File: src/rtl/mem_arb_pkg.sv
// Shared types and constants for the instruction/data memory port arbiter.
package mem_arb_pkg;

    localparam int ADDR_W = 11;
    localparam int DATA_W = 32;

    typedef enum logic [1:0] {
        ST_IDLE,
        ST_ISSUE,
        ST_WAIT
    } arb_state_e;

    typedef enum logic {
        REQ_FETCH,
        REQ_DATA
    } req_id_e;

endpackage

File: src/rtl/mem_arb_pick.sv
// Winner selection between fetch and data requesters, plus the next value of
// the fetch starvation counter. Data normally wins; once fetch has been passed
// over STARVE_LIMIT times in a row it is forced through.
module mem_arb_pick
    import mem_arb_pkg::*;
#(
    parameter int STARVE_LIMIT = 4,
    parameter int CNT_W        = 3
) (
    input  logic             fReq_i,
    input  logic             dReq_i,
    input  logic [CNT_W-1:0] starveCnt_i,
    output logic             grant_o,
    output req_id_e          winner_o,
    output logic [CNT_W-1:0] starveCnt_o
);

    localparam logic [CNT_W-1:0] LIMIT_C = CNT_W'(STARVE_LIMIT);

    logic starved;

    assign starved = fReq_i && (starveCnt_i == LIMIT_C);

    // Data wins unless fetch is starved; the counter only grows while fetch waits.
    always_comb begin
        grant_o     = fReq_i | dReq_i;
        winner_o    = REQ_FETCH;
        starveCnt_o = starveCnt_i;
        if (dReq_i && !starved) begin
            winner_o = REQ_DATA;
            if (fReq_i) begin
                if (starveCnt_i == LIMIT_C) begin
                    starveCnt_o = starveCnt_i;
                end else begin
                    starveCnt_o = starveCnt_i + CNT_W'(1);
                end
            end else begin
                starveCnt_o = '0;
            end
        end else if (fReq_i) begin
            winner_o    = REQ_FETCH;
            starveCnt_o = '0;
        end
    end

endmodule

File: src/rtl/mem_port_arbiter.sv
// Shares one single-port synchronous RAM between an instruction fetch port and
// a load/store data port. Each access is IDLE -> ISSUE (-> WAIT for reads),
// with every output driven from a register.
module mem_port_arbiter
    import mem_arb_pkg::*;
#(
    parameter int STARVE_LIMIT = 4,
    parameter int ADDR_W       = mem_arb_pkg::ADDR_W
) (
    input  logic              clk,
    input  logic              rst,

    input  logic              f_req,
    input  logic [ADDR_W-1:0] f_addr,
    output logic              f_gnt,
    output logic              f_rvalid,
    output logic [DATA_W-1:0] f_rdata,

    input  logic              d_req,
    input  logic [ADDR_W-1:0] d_addr,
    input  logic              d_we,
    input  logic [DATA_W-1:0] d_wdata,
    output logic              d_gnt,
    output logic              d_rvalid,
    output logic [DATA_W-1:0] d_rdata,

    output logic [ADDR_W-1:0] mem_addr,
    output logic              mem_wren,
    output logic [DATA_W-1:0] mem_wdata,
    input  logic [DATA_W-1:0] mem_rdata,

    output logic              busy
);

    localparam int CNT_W = (STARVE_LIMIT < 1) ? 1 : $clog2(STARVE_LIMIT + 1);

    arb_state_e        state_q;
    req_id_e           winner_q;
    logic              isWrite_q;
    logic [CNT_W-1:0]  starveCnt_q;
    logic [CNT_W-1:0]  starveCnt_d;
    logic              pickGrant;
    req_id_e           pickWinner;

    logic              fGnt_q;
    logic              dGnt_q;
    logic              fRvalid_q;
    logic              dRvalid_q;
    logic [DATA_W-1:0] fRdata_q;
    logic [DATA_W-1:0] dRdata_q;
    logic [ADDR_W-1:0] memAddr_q;
    logic              memWren_q;
    logic [DATA_W-1:0] memWdata_q;

    mem_arb_pick #(
        .STARVE_LIMIT (STARVE_LIMIT),
        .CNT_W        (CNT_W)
    ) uPick (
        .fReq_i      (f_req),
        .dReq_i      (d_req),
        .starveCnt_i (starveCnt_q),
        .grant_o     (pickGrant),
        .winner_o    (pickWinner),
        .starveCnt_o (starveCnt_d)
    );

    // Access sequencer: latch the winner in IDLE, present it to the RAM in
    // ISSUE, and capture read data in WAIT. Pulses default low every cycle.
    always_ff @(posedge clk or posedge rst) begin
        if (rst) begin
            state_q     <= ST_IDLE;
            winner_q    <= REQ_FETCH;
            isWrite_q   <= 1'b0;
            starveCnt_q <= '0;
            fGnt_q      <= 1'b0;
            dGnt_q      <= 1'b0;
            fRvalid_q   <= 1'b0;
            dRvalid_q   <= 1'b0;
            fRdata_q    <= '0;
            dRdata_q    <= '0;
            memAddr_q   <= '0;
            memWren_q   <= 1'b0;
            memWdata_q  <= '0;
        end else begin
            fGnt_q    <= 1'b0;
            dGnt_q    <= 1'b0;
            fRvalid_q <= 1'b0;
            dRvalid_q <= 1'b0;
            memWren_q <= 1'b0;
            case (state_q)
                ST_IDLE: begin
                    if (pickGrant) begin
                        winner_q    <= pickWinner;
                        starveCnt_q <= starveCnt_d;
                        state_q     <= ST_ISSUE;
                        if (pickWinner == REQ_DATA) begin
                            dGnt_q     <= 1'b1;
                            memAddr_q  <= d_addr;
                            memWdata_q <= d_wdata;
                            memWren_q  <= d_we;
                            isWrite_q  <= d_we;
                        end else begin
                            fGnt_q     <= 1'b1;
                            memAddr_q  <= f_addr;
                            isWrite_q  <= 1'b0;
                        end
                    end
                end
                ST_ISSUE: begin
                    state_q <= isWrite_q ? ST_IDLE : ST_WAIT;
                end
                ST_WAIT: begin
                    if (winner_q == REQ_DATA) begin
                        dRdata_q  <= mem_rdata;
                        dRvalid_q <= 1'b1;
                    end else begin
                        fRdata_q  <= mem_rdata;
                        fRvalid_q <= 1'b1;
                    end
                    state_q <= ST_IDLE;
                end
                default: begin
                    state_q <= ST_IDLE;
                end
            endcase
        end
    end

    assign f_gnt     = fGnt_q;
    assign d_gnt     = dGnt_q;
    assign f_rvalid  = fRvalid_q;
    assign d_rvalid  = dRvalid_q;
    assign f_rdata   = fRdata_q;
    assign d_rdata   = dRdata_q;
    assign mem_addr  = memAddr_q;
    assign mem_wren  = memWren_q;
    assign mem_wdata = memWdata_q;
    assign busy      = (state_q != ST_IDLE);

endmodule

File: config.mk
export PLATFORM = sky130hd
export DESIGN_NAME = mem_port_arbiter
export DESIGN_NICKNAME = d
export VERILOG_FILES = /design/src/rtl/mem_arb_pkg.sv /design/src/rtl/mem_arb_pick.sv /design/src/rtl/mem_port_arbiter.sv
export SDC_FILE = /design/constraint.sdc
export NUM_CORES = 1
export LEC_CHECK = 0
export ABC_AREA = 1
export BUFFER_PORTS_ARGS = -buffer_cell sky130_fd_sc_hd__buf_2
export CORE_UTILIZATION = 47
export CTS_CLUSTER_DIAMETER = 50
export DETAILED_ROUTE_END_ITERATION = 12
export GPL_ROUTABILITY_DRIVEN = 0
export PLACE_DENSITY_LB_ADDON = 0.15
export SLEW_MARGIN = 20
export SYNTH_ARGS = -nofsm -noshare
export SYNTH_HDL_FRONTEND = slang
export SYNTH_SLANG_ARGS = --single-unit
export TNS_END_PERCENT = 1
File: constraint.sdc
create_clock -name clk -period 4.72 [get_ports clk]
set_input_delay 0.236 -clock clk [delete_from_list [all_inputs] [get_ports clk]]
set_output_delay 0.236 -clock clk [all_outputs]
set_load 0.005 [all_outputs]
After elaboration in Yosys (flattened, before gate mapping). Cells that the tools add are included.

Register bits after elaboration: 119. Input bits: 91. Output and inout port bits: 113.

Reduce and logical (&&, ||, !) cells: 11. Eq/ne operators: 5. Mux-type cells: 22. $add $sub $neg: 1. Bitwise logic cells: 2.

Operator list (number): 1-bit two-way mux (14); 3-bit two-way mux (4); 11-bit two-way mux (1); 2-bit AND reduction (3); 2-bit two-way mux (2); 2-bit one-hot mux with 2 select lines (1); 4-bit AND reduction (1); 2-bit nonzero test (2); 3-bit by 1-bit adder with 3-bit output (second input constant) (1); 3-bit == test (second input constant) (1); 3-bit inequality test (second input constant) (1); 3-bit AND reduction (1); 2-bit by 1-bit == test with 1-bit output (second input constant) (1); 2-bit == test (second input constant) (1); 1-bit logical AND (2); 2-bit zero test (1); 2-bit inequality test (second input constant) (1); 1-bit zero test (1); 1-bit inverter (1); 1-bit OR (1).

Longest topological paths before layout.
Word-level depth: 8. Depth in mapped cells: 8. Gate-level depth less buffers: 7.

Modules after synthesis. From an unflattened synthesis, not the netlist that was laid out.

Cell total of the unflattened synthesis: 568. Area total of the unflattened synthesis: 4877.2 um^2.

Modules (own cells, without submodules): mem_port_arbiter (sequential area each 2977.9 um^2, cells an instance 541, instances 1, area each 4755.8 um^2); mem_arb_pick (sequential area each 0.0 um^2, cells an instance 27, instances 1, area each 121.4 um^2).

Worst setup path before layout. Ideal clock, no wire load.

Kind: register to register. Start: reg starveCnt_q[0]. End: reg memWdata_q[0] (netlist: mem_wdata[0]). Arrival: 1.137 ns. Setup time: 0.116 ns. Slack: 3.467 ns. Path buffers: 1. Period minus slack after synthesis: 1.253 ns. Cell stages (with the launch flop): 9. Path through: dfrtp_1 -> inv_1 -> ha_1 -> nand3_2 -> nand3_4 -> inv_2 -> buf_4 -> nand2_1 -> nand2_1.

Word-level cells in the longest chain between the ends: 6.

RTL lines: from (decl) (RTL line mem_port_arbiter.sv:40) `logic [CNT_W-1:0] starveCnt_q;`; from (signal assigned) (RTL line mem_port_arbiter.sv:94) `starveCnt_q <= starveCnt_d;`; 3-bit == test (RTL line mem_arb_pick.sv:22) `assign starved = fReq_i && (starveCnt_i == LIMIT_C);`; 1-bit logical AND (RTL line mem_arb_pick.sv:22); 1-bit zero test (RTL line mem_arb_pick.sv:29) `if (dReq_i && !starved) begin`; 1-bit logical AND (RTL line mem_arb_pick.sv:29); 1-bit two-way mux (RTL line mem_arb_pick.sv:29); 3-bit AND reduction (no source line); to (signal assigned) (RTL line mem_port_arbiter.sv:99) `memWdata_q <= d_wdata;`; to (decl) (RTL line mem_port_arbiter.sv:53) `logic [DATA_W-1:0] memWdata_q;`.

No other way between the ends. A chain may end at the register's enable or synchronous reset.

Final worst setup path.
Start: reg starveCnt_q[0]. End: reg memWdata_q[3] (netlist: mem_wdata[3]).

The elaborated chain is that of the path after synthesis.

==> impl_metrics.py <==
metrics = {
    "pwr": {
        "comb_power_share_pct": 32.3,
        "seq_power_share_pct": 40.0,
        "internal-power_w": 0.00296,
        "p_leak_nw": 3.98,
        "pwr-share-clk_pct": 27.7,
        "power_density_nw_per_um2": 639,
        "sw_frac_of_total_pct": 33.8,
        "peakVddDrop_uv": 343,
        "switching_power_w": 0.00151,
        "power_w": 0.00447,
    },
    "cells_and_area": {
        "drive_above_1_share_pct": 30.4,
        "final_nets": 870,
        "areaGrowthSynthToFinish_pct": 48.4,
        "diodes": 0,
        "finish.instance_area_sq_um": 6990,
    },
    "place": {
        "post-dp-hpwl_mm": 7.50,
        "port_buffers": 203,
        "dpl_cell_area_sq_um": 5750,
    },
    "clocking": {
        "clock-root-buffer": "clkbuf_8",
        "numCtsBuffers": 17,
        "clk_pin_slew_worst_paths_ps": 60,
        "hold_buffers": 65,
        "ctsResizeCount": 0,
        "clk_latency_ps": 510,
        "cts_tree": "done",
        "cts_buffer_depth": 2,
        "htree_levels": 4,
        "post_cts_buffers": 0,
        "cts_sinks": 119,
    },
    "synthesis": {
        "synth_top_area_cell": "dfrtp_1",
        "synth-edff-count": 0,
        "seq_area_frac_synth_pct": 63.3,
        "synth_cell_type_count": 21,
        "synth.top_cell.area_share_pct": 63.3,
        "synthArstFlopShare_pct": 100,
        "yosysWarnings": 0,
        "synth.most_common_cell": "nand2_1",
        "yosys_most_used_dff": "dfrtp_1",
        "synth-seq-cells": 119,
        "yosys-top-cells-count": "nand2_1 (200), dfrtp_1 (119), inv_1 (65), o21ai_0 (65), nand3_1 (24)",
        "synth_nets": 608,
        "syn_area_sq_um": 4710,
        "ys_top_cells_by_area": "dfrtp_1 (63%), nand2_1 (16%), o21ai_0 (6.9%)",
        "syn_avg_cell_area_sq_um": 9.14,
        "postSynthCellCount": 515,
    },
    "drt": {
        "wirelength_mm": 12.4,
        "drtIter0Drc": 98,
        "dr.pass1.iters": 4,
        "drc_errors": 0,
        "vias": 4322,
        "drtAntennaViolNets": 0,
        "via_per_inst": 4.69,
        "wire_per_inst_um": 13.5,
    },
    "sta": {
        "fin_tns_setup_ps": 0,
        "setup_viol_count_final": 0,
        "hold_viol_final": 0,
        "max_freq_mhz": 458,
        "slew_headroom_pct": 35.5,
        "worst_pin_slew_ps": 967,
        "slew_viol_final": 0,
        "clock_skew_ps": 7.52,
        "rsz0062_at_grt": "false",
        "min_period_ps": 2180,
        "fin_crit_sh_pct": 46.2,
    },
    "worst_setup_path": {
        "cp_data_arrival_time_ps": 2630,
        "endpoint_kind": "flop",
        "path_class": "reg2reg",
        "r2r_slack_ps": 2540,
        "cp-startpoint": "starveCnt_q[0]",
        "cp.required_ps": 5170,
        "cp_max_fo": 36,
        "r2r-start": "starveCnt_q[0]",
        "startpoint_type": "flop",
    },
    "grt": {
        "grt_max_degree": 81,
        "grt_pass1_wl_mm": 19.3,
        "grt_overflow": 0,
        "grt_util_met1_pct": 29.2,
        "grt_usage_pct": 24.4,
        "use_met2_pct": 40.6,
        "grt_pass1_vias": 4185,
        "grt_antenna_before_repair": 0,
        "grt-busiest-layer": "met2",
        "met3_usage_pct": 7.80,
    },
    "die": {
        "start_util_pct": 48.4,
        "coreArea_sq_um": 9730,
        "die_y_um": 102,
        "dieArea_sq_um": 10400,
        "io_pins": 204,
        "num_rows": 36,
        "chipWidth_um": 102,
    },
    "job": {
        "drv_cap": 0,
    },
    "outcome": {
        "outcome": "complete, no violations",
    },
    "worst_hold_path": {
        "hold_start": "mem_rdata[14]",
        "holdCritPathClass": "in2reg",
    },
}
==> area by class of cell <==
type	count	area, sq um
Timing Repair Buffer	269	1670
Fill cell	745	2740
Sequential cell	119	2980
Tap cell	133	166
Clock buffer	22	443
Multi-Input combinational cell	303	1350
Clock inverter	9	126
Inverter	67	254
==> sequential cells by signal, indices dropped and copies added (netlist names) <==
name	flops
f_rvalid	1
state_q	2
d_rvalid	1
f_gnt	1
starveCnt_q	3
mem_wdata	32
isWrite_q	1
mem_wren	1
d_rdata	32
winner_q	1
d_gnt	1
mem_addr	11
f_rdata	32
==> placed cells by master, fill, tap and decap left out, types with 4 or more instances in the layout <==
cell type / n
o21ai_1: 4
clkbuf_1: 4
nand2_1: 200
inv_1: 64
buf_2: 203
dlygate4sd3_1: 65
clkbuf_16: 16
dfrtp_1: 119
nand3_1: 22
clkinv_2: 4
o21ai_0: 65
==> per-stage QoR <==
stage / hold slack, ps / setup slack [ps] / util, % / std cells
floorplan: 346 / 1330 / - / 515
global placement: 427 / 2700 / 59.1 / 826
detailed placement: 432 / 2580 / 59.1 / 826
CTS: 1.56 / 2550 / 71.7 / 922
global route: 32.0 / 2360 / 71.8 / 922
finish: 22.5 / 2540 / 71.8 / 922
==> path summary, 6_finish.rpt <==
path | end | cells after the start
min | d_rdata[14] | 3
max in group asynchronous | f_rdata[27] | 4
max reg2reg | mem_wdata[3] | 7
min reg2reg | state_q[1] | 1
max | mem_wdata[3] | 7
min in group asynchronous | mem_addr[3] | 3
==> cells by family after synthesis <==
| kind of cell | synth area share [%] |
|---|---|
| buffers and inverters | 8.69 |
| AND/OR/NAND/NOR | 19.6 |
| adder cells (fa/ha/maj) | 0.532 |
| flip-flops | 63.3 |
| AO/OA/AOI/OAI | 7.68 |
| XOR/XNOR | 0.186 |
==> critical path, stage by stage (launching register included) <==
cell	delay, ps
dfrtp_1	390
inv_1	60
ha_1	220
nand3_2	240
nand3_4	390
inv_2	550
nand2_1	140
nand2_1	110
==> power by group through the flow <==
stage                     Sequential (W)  Clock, W  Combinational, W
after floorplan                  0.00181         0          0.000701
after global placement           0.00176         0           0.00135
after detailed placement         0.00177         0           0.00139
after CTS                        0.00177   0.00126           0.00144
after global routing             0.00184   0.00131           0.00167
final                            0.00179   0.00124           0.00144
==> routing by layer <==
layer  share of wire (%)  wire (um)
met4                 1.8        223
met5                   0          0
met2                  50       6230
met1                  42       5220
met3                 6.2        772
No activity file was read; power rests on OpenSTA's default activity.
